<file path="src/rtl/matrix_operand_loader_if.sv">
// Byte-stream in, packed 5x5 operand pair out, for the matrix add/sub stages.
// Signal names are from the loader's point of view.
interface matrix_operand_loader_if #(
    parameter int DATA_W = 8,
    parameter int DIM    = 5
);
    localparam int BUS_W = DIM * DIM * DATA_W;

    logic              start;
    logic [2:0]        size;
    logic [DATA_W-1:0] in_data;
    logic              in_valid;
    logic              in_ready;
    logic [BUS_W-1:0]  matrix_a;
    logic [BUS_W-1:0]  matrix_b;
    logic              operands_valid;
    logic              ack;
    logic              busy;

    modport master (
        output start, size, in_data, in_valid, ack,
        input  in_ready, matrix_a, matrix_b, operands_valid, busy
    );

    modport slave (
        input  start, size, in_data, in_valid, ack,
        output in_ready, matrix_a, matrix_b, operands_valid, busy
    );
endinterface

</file>
<file path="src/rtl/matrix_operand_loader.sv">
// Loads an n x n matrix A and then B, one byte per handshake, into row-major
// DIM x DIM buses and holds them with operands_valid until acknowledged.
module matrix_operand_loader #(
    parameter int DATA_W = 8,
    parameter int DIM    = 5
) (
    input logic                     clk,
    input logic                     rst,
    matrix_operand_loader_if.slave  bus
);
    localparam int BUS_W = DIM * DIM * DATA_W;

    typedef enum logic [1:0] {IDLE, LOAD_A, LOAD_B, READY} state_t;

    state_t           state_q, state_d;
    logic [2:0]       n_q, n_d;
    logic [2:0]       row_q, row_d;
    logic [2:0]       col_q, col_d;
    logic [BUS_W-1:0] mat_a_q, mat_a_d;
    logic [BUS_W-1:0] mat_b_q, mat_b_d;

    logic       begin_load;
    logic       last_col;
    logic       last_row;
    logic [2:0] size_fix;
    logic [7:0] idx;

    always_ff @(posedge clk) begin
        if (rst) begin
            state_q <= IDLE;
            n_q     <= '0;
            row_q   <= '0;
            col_q   <= '0;
            mat_a_q <= '0;
            mat_b_q <= '0;
        end else begin
            state_q <= state_d;
            n_q     <= n_d;
            row_q   <= row_d;
            col_q   <= col_d;
            mat_a_q <= mat_a_d;
            mat_b_q <= mat_b_d;
        end
    end

    always_comb begin
        state_d = state_q;
        n_d     = n_q;
        row_d   = row_q;
        col_d   = col_q;
        mat_a_d = mat_a_q;
        mat_b_d = mat_b_q;

        // Out-of-range sizes fall back to the full matrix
        size_fix   = (bus.size < 3'd2 || int'(bus.size) > DIM) ? 3'(DIM) : bus.size;
        begin_load = bus.start && (state_q == IDLE || state_q == READY);
        last_col   = (col_q == n_q - 3'd1);
        last_row   = (row_q == n_q - 3'd1);
        idx        = 8'(int'(row_q) * DIM + int'(col_q));

        if (begin_load) begin
            n_d     = size_fix;
            mat_a_d = '0;
            mat_b_d = '0;
            row_d   = '0;
            col_d   = '0;
            state_d = LOAD_A;
        end else begin
            case (state_q)
                LOAD_A, LOAD_B: begin
                    if (bus.in_valid) begin
                        if (state_q == LOAD_A) mat_a_d[idx*DATA_W +: DATA_W] = bus.in_data;
                        else                   mat_b_d[idx*DATA_W +: DATA_W] = bus.in_data;
                        if (last_col) begin
                            col_d = '0;
                            if (last_row) begin
                                row_d   = '0;
                                state_d = (state_q == LOAD_A) ? LOAD_B : READY;
                            end else begin
                                row_d = row_q + 3'd1;
                            end
                        end else begin
                            col_d = col_q + 3'd1;
                        end
                    end
                end
                READY:   if (bus.ack) state_d = IDLE;
                default: ;
            endcase
        end
    end

    assign bus.in_ready       = (state_q == LOAD_A) || (state_q == LOAD_B);
    assign bus.busy           = (state_q == LOAD_A) || (state_q == LOAD_B);
    assign bus.operands_valid = (state_q == READY);
    assign bus.matrix_a       = mat_a_q;
    assign bus.matrix_b       = mat_b_q;
endmodule

</file>
<file path="src/flat_wrapper.sv">
// flat-port wrapper written by rule: the top's interface ports become plain ports
module matrix_operand_loader_flat 
#(
    parameter int DATA_W = 8,
    parameter int DIM    = 5
)
  (clk, rst, bus_start, bus_size, bus_in_data, bus_in_valid, bus_ack, bus_in_ready, bus_matrix_a, bus_matrix_b, bus_operands_valid, bus_busy);
  matrix_operand_loader_if #(.DATA_W(DATA_W), .DIM(DIM)) bus_i ();
  input logic clk;
  input logic rst;
  input wire logic [$bits(bus_i.start)-1:0] bus_start;
  input wire logic [$bits(bus_i.size)-1:0] bus_size;
  input wire logic [$bits(bus_i.in_data)-1:0] bus_in_data;
  input wire logic [$bits(bus_i.in_valid)-1:0] bus_in_valid;
  input wire logic [$bits(bus_i.ack)-1:0] bus_ack;
  output wire logic [$bits(bus_i.in_ready)-1:0] bus_in_ready;
  output wire logic [$bits(bus_i.matrix_a)-1:0] bus_matrix_a;
  output wire logic [$bits(bus_i.matrix_b)-1:0] bus_matrix_b;
  output wire logic [$bits(bus_i.operands_valid)-1:0] bus_operands_valid;
  output wire logic [$bits(bus_i.busy)-1:0] bus_busy;
  assign bus_i.start = bus_start;
  assign bus_i.size = bus_size;
  assign bus_i.in_data = bus_in_data;
  assign bus_i.in_valid = bus_in_valid;
  assign bus_i.ack = bus_ack;
  assign bus_in_ready = bus_i.in_ready;
  assign bus_matrix_a = bus_i.matrix_a;
  assign bus_matrix_b = bus_i.matrix_b;
  assign bus_operands_valid = bus_i.operands_valid;
  assign bus_busy = bus_i.busy;
  matrix_operand_loader #(.DATA_W(DATA_W), .DIM(DIM)) u_core (.clk(clk), .rst(rst), .bus(bus_i));
endmodule
</file>
<file path="config.mk">
export PLATFORM = sky130hd
export DESIGN_NAME = matrix_operand_loader_flat
export DESIGN_NICKNAME = d
export VERILOG_FILES = /design/src/rtl/matrix_operand_loader_if.sv /design/src/rtl/matrix_operand_loader.sv /design/src/flat_wrapper.sv
export SDC_FILE = /design/constraint.sdc
export NUM_CORES = 1
export LEC_CHECK = 0
export CAP_MARGIN = 40
export CORE_MARGIN = 3
export CORE_UTILIZATION = 40
export CTS_CLUSTER_DIAMETER = 30
export DETAILED_ROUTE_END_ITERATION = 10
export GPL_ROUTABILITY_DRIVEN = 0
export GPL_TIMING_DRIVEN = 0
export PLACE_DENSITY_LB_ADDON = 0.2
export SLEW_MARGIN = 25
export SYNTH_ARGS = -nofsm -noshare
export SYNTH_HDL_FRONTEND = slang
export SYNTH_SLANG_ARGS = --single-unit
export TNS_END_PERCENT = 10
</file>
<file path="constraint.sdc">
create_clock -name clk -period 5.27 [get_ports clk]
set_input_delay 1.054 -clock clk [delete_from_list [all_inputs] [get_ports clk]]
set_output_delay 1.054 -clock clk [all_outputs]
set_load 0.005 [all_outputs]
</file>
; Yosys cells after proc, flatten, opt, wreduce, memory -nomap -nowiden
; Index checks and enable logic that the tools add are counted.
[classes]
addsub = 5
muxes = 12
n_eq_ne = 13
n_mul = 1
shift = 2
reduce_logical = 15
n_bitwise = 1
magnitude_cmp = 2
[ops]
columns = cell, n
row1 = bitwise mux 200 bit, 2
row2 = "variable shift 8 x 34 -> 200 bit, first input constant", 1
row3 = variable part select 8 x 34 -> 200 bit, 1
row4 = negator 11 -> 34 bit, 1
row5 = AND reduction 5 bit, 2
row6 = 2-to-1 mux 3 bit, 3
row7 = AND reduction 3 bit, 3
row8 = adder 8 x 4 -> 8 bit, 1
row9 = 2-to-1 mux 2 bit, 4
row10 = "adder 3 x 1 -> 3 bit, second input constant", 2
row11 = equality test 3 bit, 2
row12 = "multiplier 3 x 3 -> 6 bit, second input constant", 1
row13 = "inequality test 3 x 1 -> 1 bit, second input constant", 2
row14 = "inequality test 3 x 2 -> 1 bit, second input constant", 2
row15 = "equality test 2 bit, second input constant", 2
row16 = "inequality test 2 x 1 -> 1 bit, second input constant", 2
row17 = "inequality test 2 bit, second input constant", 2
row18 = one-hot mux 2 bit (2 select lines), 1
row19 = OR reduction 2 bit, 2
row20 = "greater-than comparator 3 bit, second input constant", 1
row21 = logical OR 1 bit, 3
row22 = "less-than comparator 3 x 2 -> 1 bit, second input constant", 1
row23 = nonzero test 3 bit, 1
row24 = "subtractor 3 x 1 -> 3 bit, second input constant", 1
row25 = other kinds (7), 8
[word_totals]
register_bits = 411

; Logic depth before layout (Yosys ltp)
; Gate-level depths: netlist of run 1.
[logic_depth]
word_depth = 7
depth_mapped = 18

; Worst setup path before layout of run 1
; Ideal clock, no wire load.
[synth_timing]
path_kind = reg-to-reg
from = reg u_core.col_q[0]
to = reg u_core.mat_b_q[72] (netlist: u_core.bus.matrix_b[72])
arrival_time_ns = 3.903
required_ns = 5.141
path_slack_ns = 1.238
period_less_slack_ns = 4.032
path_buffers = 2
stages_incl_launch_ff = 18
cell_sequence = dfxtp_1 -> ha_1 -> fa_1 -> a21oi_1 -> o211ai_1 -> nand2_1 -> nand2_1 -> o41a_1 -> or2_2 -> ha_1 -> nor2b_1 -> clkbuf_1 -> clkbuf_1 -> nand2_1 -> nor3_1 -> o211ai_1 -> nand3_1 -> o21ai_0
[synth_between]
elab_chain_len = 4
[synth_lines]
columns = element, line
row1 = "start, declared", matrix_operand_loader.sv:18  ; logic [2:0] col_q, col_d;
row2 = "start signal, assigned", matrix_operand_loader.sv:40  ; col_q <= col_d;
row3 = adder 8 x 4 -> 8 bit *, matrix_operand_loader.sv:59  ; idx = 8'(int'(row_q) * DIM + int'(col_q));
row4 = negator 11 -> 34 bit *, matrix_operand_loader.sv:73  ; else mat_b_d[idx*DATA_W +: DATA_W] = bus.in_data;
row5 = variable part select 8 x 34 -> 200 bit or variable shift 8 x 34 -> 200 bit (tied branches), matrix_operand_loader.sv:73
row6 = bitwise mux 200 bit *, matrix_operand_loader.sv:73
row7 = "end signal, assigned", matrix_operand_loader.sv:42  ; mat_b_q <= mat_b_d;
row8 = "end, declared", matrix_operand_loader.sv:20  ; logic [BUS_W-1:0] mat_b_q, mat_b_d;
; Mark *: on every way between the ends. The rest lies on a longest branch, timed or not.
; A chain may end at the register's enable or synchronous reset.

; Final worst setup path of run 1
[layout_timing]
from = reg u_core.row_q[0]
to = reg u_core.mat_b_q[37] (netlist: u_core.bus.matrix_b[37])
[layout_between]
elab_chain_len = 5
[layout_lines]
columns = element, line
row1 = "start, declared", matrix_operand_loader.sv:17  ; logic [2:0] row_q, row_d;
row2 = "start signal, assigned", matrix_operand_loader.sv:39  ; row_q <= row_d;
row3 = multiplier 3 x 3 -> 6 bit *, matrix_operand_loader.sv:59
row4 = adder 8 x 4 -> 8 bit *, matrix_operand_loader.sv:59
row5 = negator 11 -> 34 bit *, matrix_operand_loader.sv:73
row6 = variable part select 8 x 34 -> 200 bit or variable shift 8 x 34 -> 200 bit (tied branches), matrix_operand_loader.sv:73
row7 = bitwise mux 200 bit *, matrix_operand_loader.sv:73
; Marked as above.

==> metrics.md, run 1 <==
| Metric | Value |
|---|---|
| Num rows | 70 |
| Total Neg Setup Slack | 0 ns |
| Slew Limit Fails | 0 |
| Hold buffers post-CTS | 0 |
| Placement Setup Slack | 0.2555 ns |
| Most common cell on crit path | nand2_1 |
| DRT iter0 DRCs | 1,309 |
| CTS tree | yes |
| Post-DP HPWL | 44,200 um |
| Layout area overhead | 53.03% |
| First-pass GRT wire length | 90,600 um |
| Leak | 8.143 nW |
| Hold_ws | 0.4574 ns |
| Peak Freq | 0.2044 GHz |
| Status | finished, final reports clean |
| Layout Cells excl Fill | 2,756 |
| Remaining Overflow, GRT | 0 |
| Time the worst path needs with I/O delays and setup | 4.891 ns |
| Setup Viol. Count Final | 0 |
| Slew margin rel. | 0.3966 |
| CTS buffer count | 85 |
| Dpl cells | 2,592 |
| Maximum vdd drop | 0.2909 mV |
| Unrepaired setup endpoints after global routing | no |
| Antenna cells | 0 |
| Top-count cell post-synth | dfxtp_1 |
| Final Skew | 0.03007 ns |
| Clock Sink Count | 411 |
| Post-DRT Antenna Nets | 0 |
| Met2 usage | 0.4843 |
| Yosys warnings | 0 |
| Total wire length | 60,870 um |
| DR WL/cell | 22.09 um |
| Initial core utilization | 0.4099 |
| H-tree levels | 3 |
| Top_reg_cell synth | dfxtp_1 |
| Vias in the first global route | 14,792 |
| Die Wd | 200.8 um |
| Post-synth top area cell | dfxtp_1 |
| Syn nets | 1,699 |
| Post-synthesis sequential area ratio | 0.5418 |
| Cells after synthesis | 1,665 |
| Drt pass-1 iters | 6 |
| Via Count | 15,204 |
| CTS Buffer Depth | 3 |
| Startpoint types | flop |
| Delay-heaviest family, CP | simple AND/OR/NAND/NOR gates |
| CP Class | reg -> reg |
| Hold Violations, Final | 0 |
| DR DRC count | 0 |
| Vias per cell | 5.517 |
| Max cap viols | 0 |
| Tot Pwr | 10.28 mW |
| M1 GR Usage | 0.3427 |
| Clk slew on worst S/H paths | 0.05 ns |
| Top cells by count, synth | dfxtp_1, nand3_1, o21ai_0 |
| Clk_lat worst skew | 0.62 ns |
| Number of synthesized flops with an enable pin | 0 |
| Initial antenna violation count | 0 |
| Total track usage | 0.2880 |
| Die height | 200.8 um |
| Slowest stage cell, crit path | fa_1 |
| Crit end category | flop |
| CTS Root Cell | clkbuf_16 |
| Worst-margin pin slew | 0.9042 ns |
| Mapped Avg Cell Area | 9.121 um2 |
| Met3 Usage GRT | 0.08724 |
| Fraction of registers with async set or reset after synthesis | 0 |
| WP data arrival | 5.40 ns |
| Synth top area share | 0.5418 |
| Power Density | 442.3 nW/um2 |
| Mapped Area | 15,190 um2 |
| Total core area | 37,050 um2 |
| Critical-path cell list | ha_1 -> fa_1 -> a21oi_2 -> o211ai_1 -> nand2_1 -> nand2_1 -> o41a_1 -> or2_2 -> ha_1 -> and2_1 -> clkbuf_1 -> buf_2 -> buf_1 -> nand2_1 -> nor2_1 -> nand2_1 -> o21ai_0 |
| Fin crit share | 0.9282 |
| Ratio of cells with drive above 1 in the final layout | 0.08881 |
| Die area | 40,340 um2 |
| IO Count | 419 |
| Hold WC Path Type | reg -> reg |
| Netlist cell types | 55 |
| Area contributors post-synth | dfxtp_1, nand3_1, o21ai_0 |
| GR peak layer | met2 |
| #FFs+latches synth | 411 |
| Number of nets in the layout | 2,214 |
| CP Max Fanout | 10 |
| CP bufs+invs | 3 |
| Largest net degree at the start of global routing | 14 |
| Worst setup margin | 0.3786 ns |
| CP required | 5.78 ns |
| Number of buffers inserted by port buffering | 418 |
| Largest stage delay on the critical path | 0.49 ns |
==> cells by family (layout without fill, tap and decap cells) <==
logic type,after synthesis,in the layout,synth area share
flops,411,411,0.5418
fa+ha+maj,18,18,0.01532
xor+xnor,11,11,0.006839
mux,104,104,0.06855
buf+inv,142,729,0.03732
compound gates,371,371,0.1373
simple gates,608,608,0.1929
==> flip-flops by register name (all words and copies together) (netlist names) <==
register	cells
u_core.bus.matrix_a	200
u_core.bus.matrix_b	200
u_core.col_q	3
u_core.n_q	3
u_core.row_q	3
u_core.state_q	2
==> cell usage in the layout (no fill, tap or decap), drive strengths merged, types with 3 or more instances in the layout <==
cell	count
a211oi	4
a21oi	12
and3	7
buf	43
bufinv	16
clkbuf	204
clkdlybuf4s50	418
clkinv	21
clkinvlp	9
dfxtp	411
ha	17
inv	18
mux2i	104
nand2	133
nand2b	3
nand3	318
nand3b	4
nand4	22
nor2	63
nor2b	5
nor3	36
nor3b	3
nor4	3
o2111ai	26
o211ai	14
o21ai	298
or2	5
xnor2	10
==> layout make-up <==
cell class / count / area (um2)
fill: 3101 / 13810
sequential: 411 / 8228
tap: 504 / 630.6
inverter: 10 / 37.54
clock buffer: 105 / 2303
timing repair buffer: 428 / 4274
multi-input combinational: 1112 / 6395
buffer: 132 / 530.5
clock inverter: 54 / 839.6
==> metal layers <==
metal	routed length (um)	share of wire
met1	24280	0.40
met2	28960	0.48
met3	5392	0.089
met4	2242	0.037
met5	0	0
==> metrics by stage <==
stage / utilization / area (um2)
floorplan: - / 15190
finish: 0.6273 / 23240
global placement: 0.5399 / 20000
CTS: 0.6260 / 23190
detailed placement: 0.5412 / 20050
global route: 0.6273 / 23240
==> tightest hold or removal path: cells and delay by family (launching register included) <==
kind          cells  cell delay [ns]
mux               1             0.05
flops             1             0.30
simple gates      1             0.05
==> report_power, final <==
part / switching, mW / total (mW) / internal (mW)
clock: 1.85 / 5.78 / 3.93
sequential: 0.0281 / 3.18 / 3.15
combinational: 0.974 / 1.32 / 0.349
total: 2.85 / 10.3 / 7.43
==> worst paths after layout <==
kind / depth (start not counted) / from / slack (ns) / end
worst max-delay path: 17 / u_core.row_q[0] / 0.38 / u_core.bus.matrix_b[37]
worst min-delay path: 2 / u_core.bus.matrix_b[145] / 0.46 / u_core.bus.matrix_b[145]
worst max register to register: 17 / u_core.row_q[0] / 0.38 / u_core.bus.matrix_b[37]
worst min register to register: 2 / u_core.bus.matrix_b[145] / 0.46 / u_core.bus.matrix_b[145]
==> what timing repair did <==
| item | 4_1_cts | 5_1_grt |
|---|---|---|
| setup endpoints to repair | 0 | 109 |
| buffers inserted | 0 | 0 |
| resized for setup | 0 | 3 |
No activity file was read; power rests on OpenSTA's default activity.
==> run 2, diff against run 1 <==
--- a/config.mk
+++ b/config.mk
@@ -13,6 +13,7 @@
 export GPL_ROUTABILITY_DRIVEN = 0
 export GPL_TIMING_DRIVEN = 0
 export PLACE_DENSITY_LB_ADDON = 0.2
+export SKIP_CTS_REPAIR_TIMING = 1
 export SLEW_MARGIN = 25
 export SYNTH_ARGS = -nofsm -noshare
 export SYNTH_HDL_FRONTEND = slang
==> results of run 2 <==
Same layout as run 1: the final DEF is identical, and so are final timing and power.
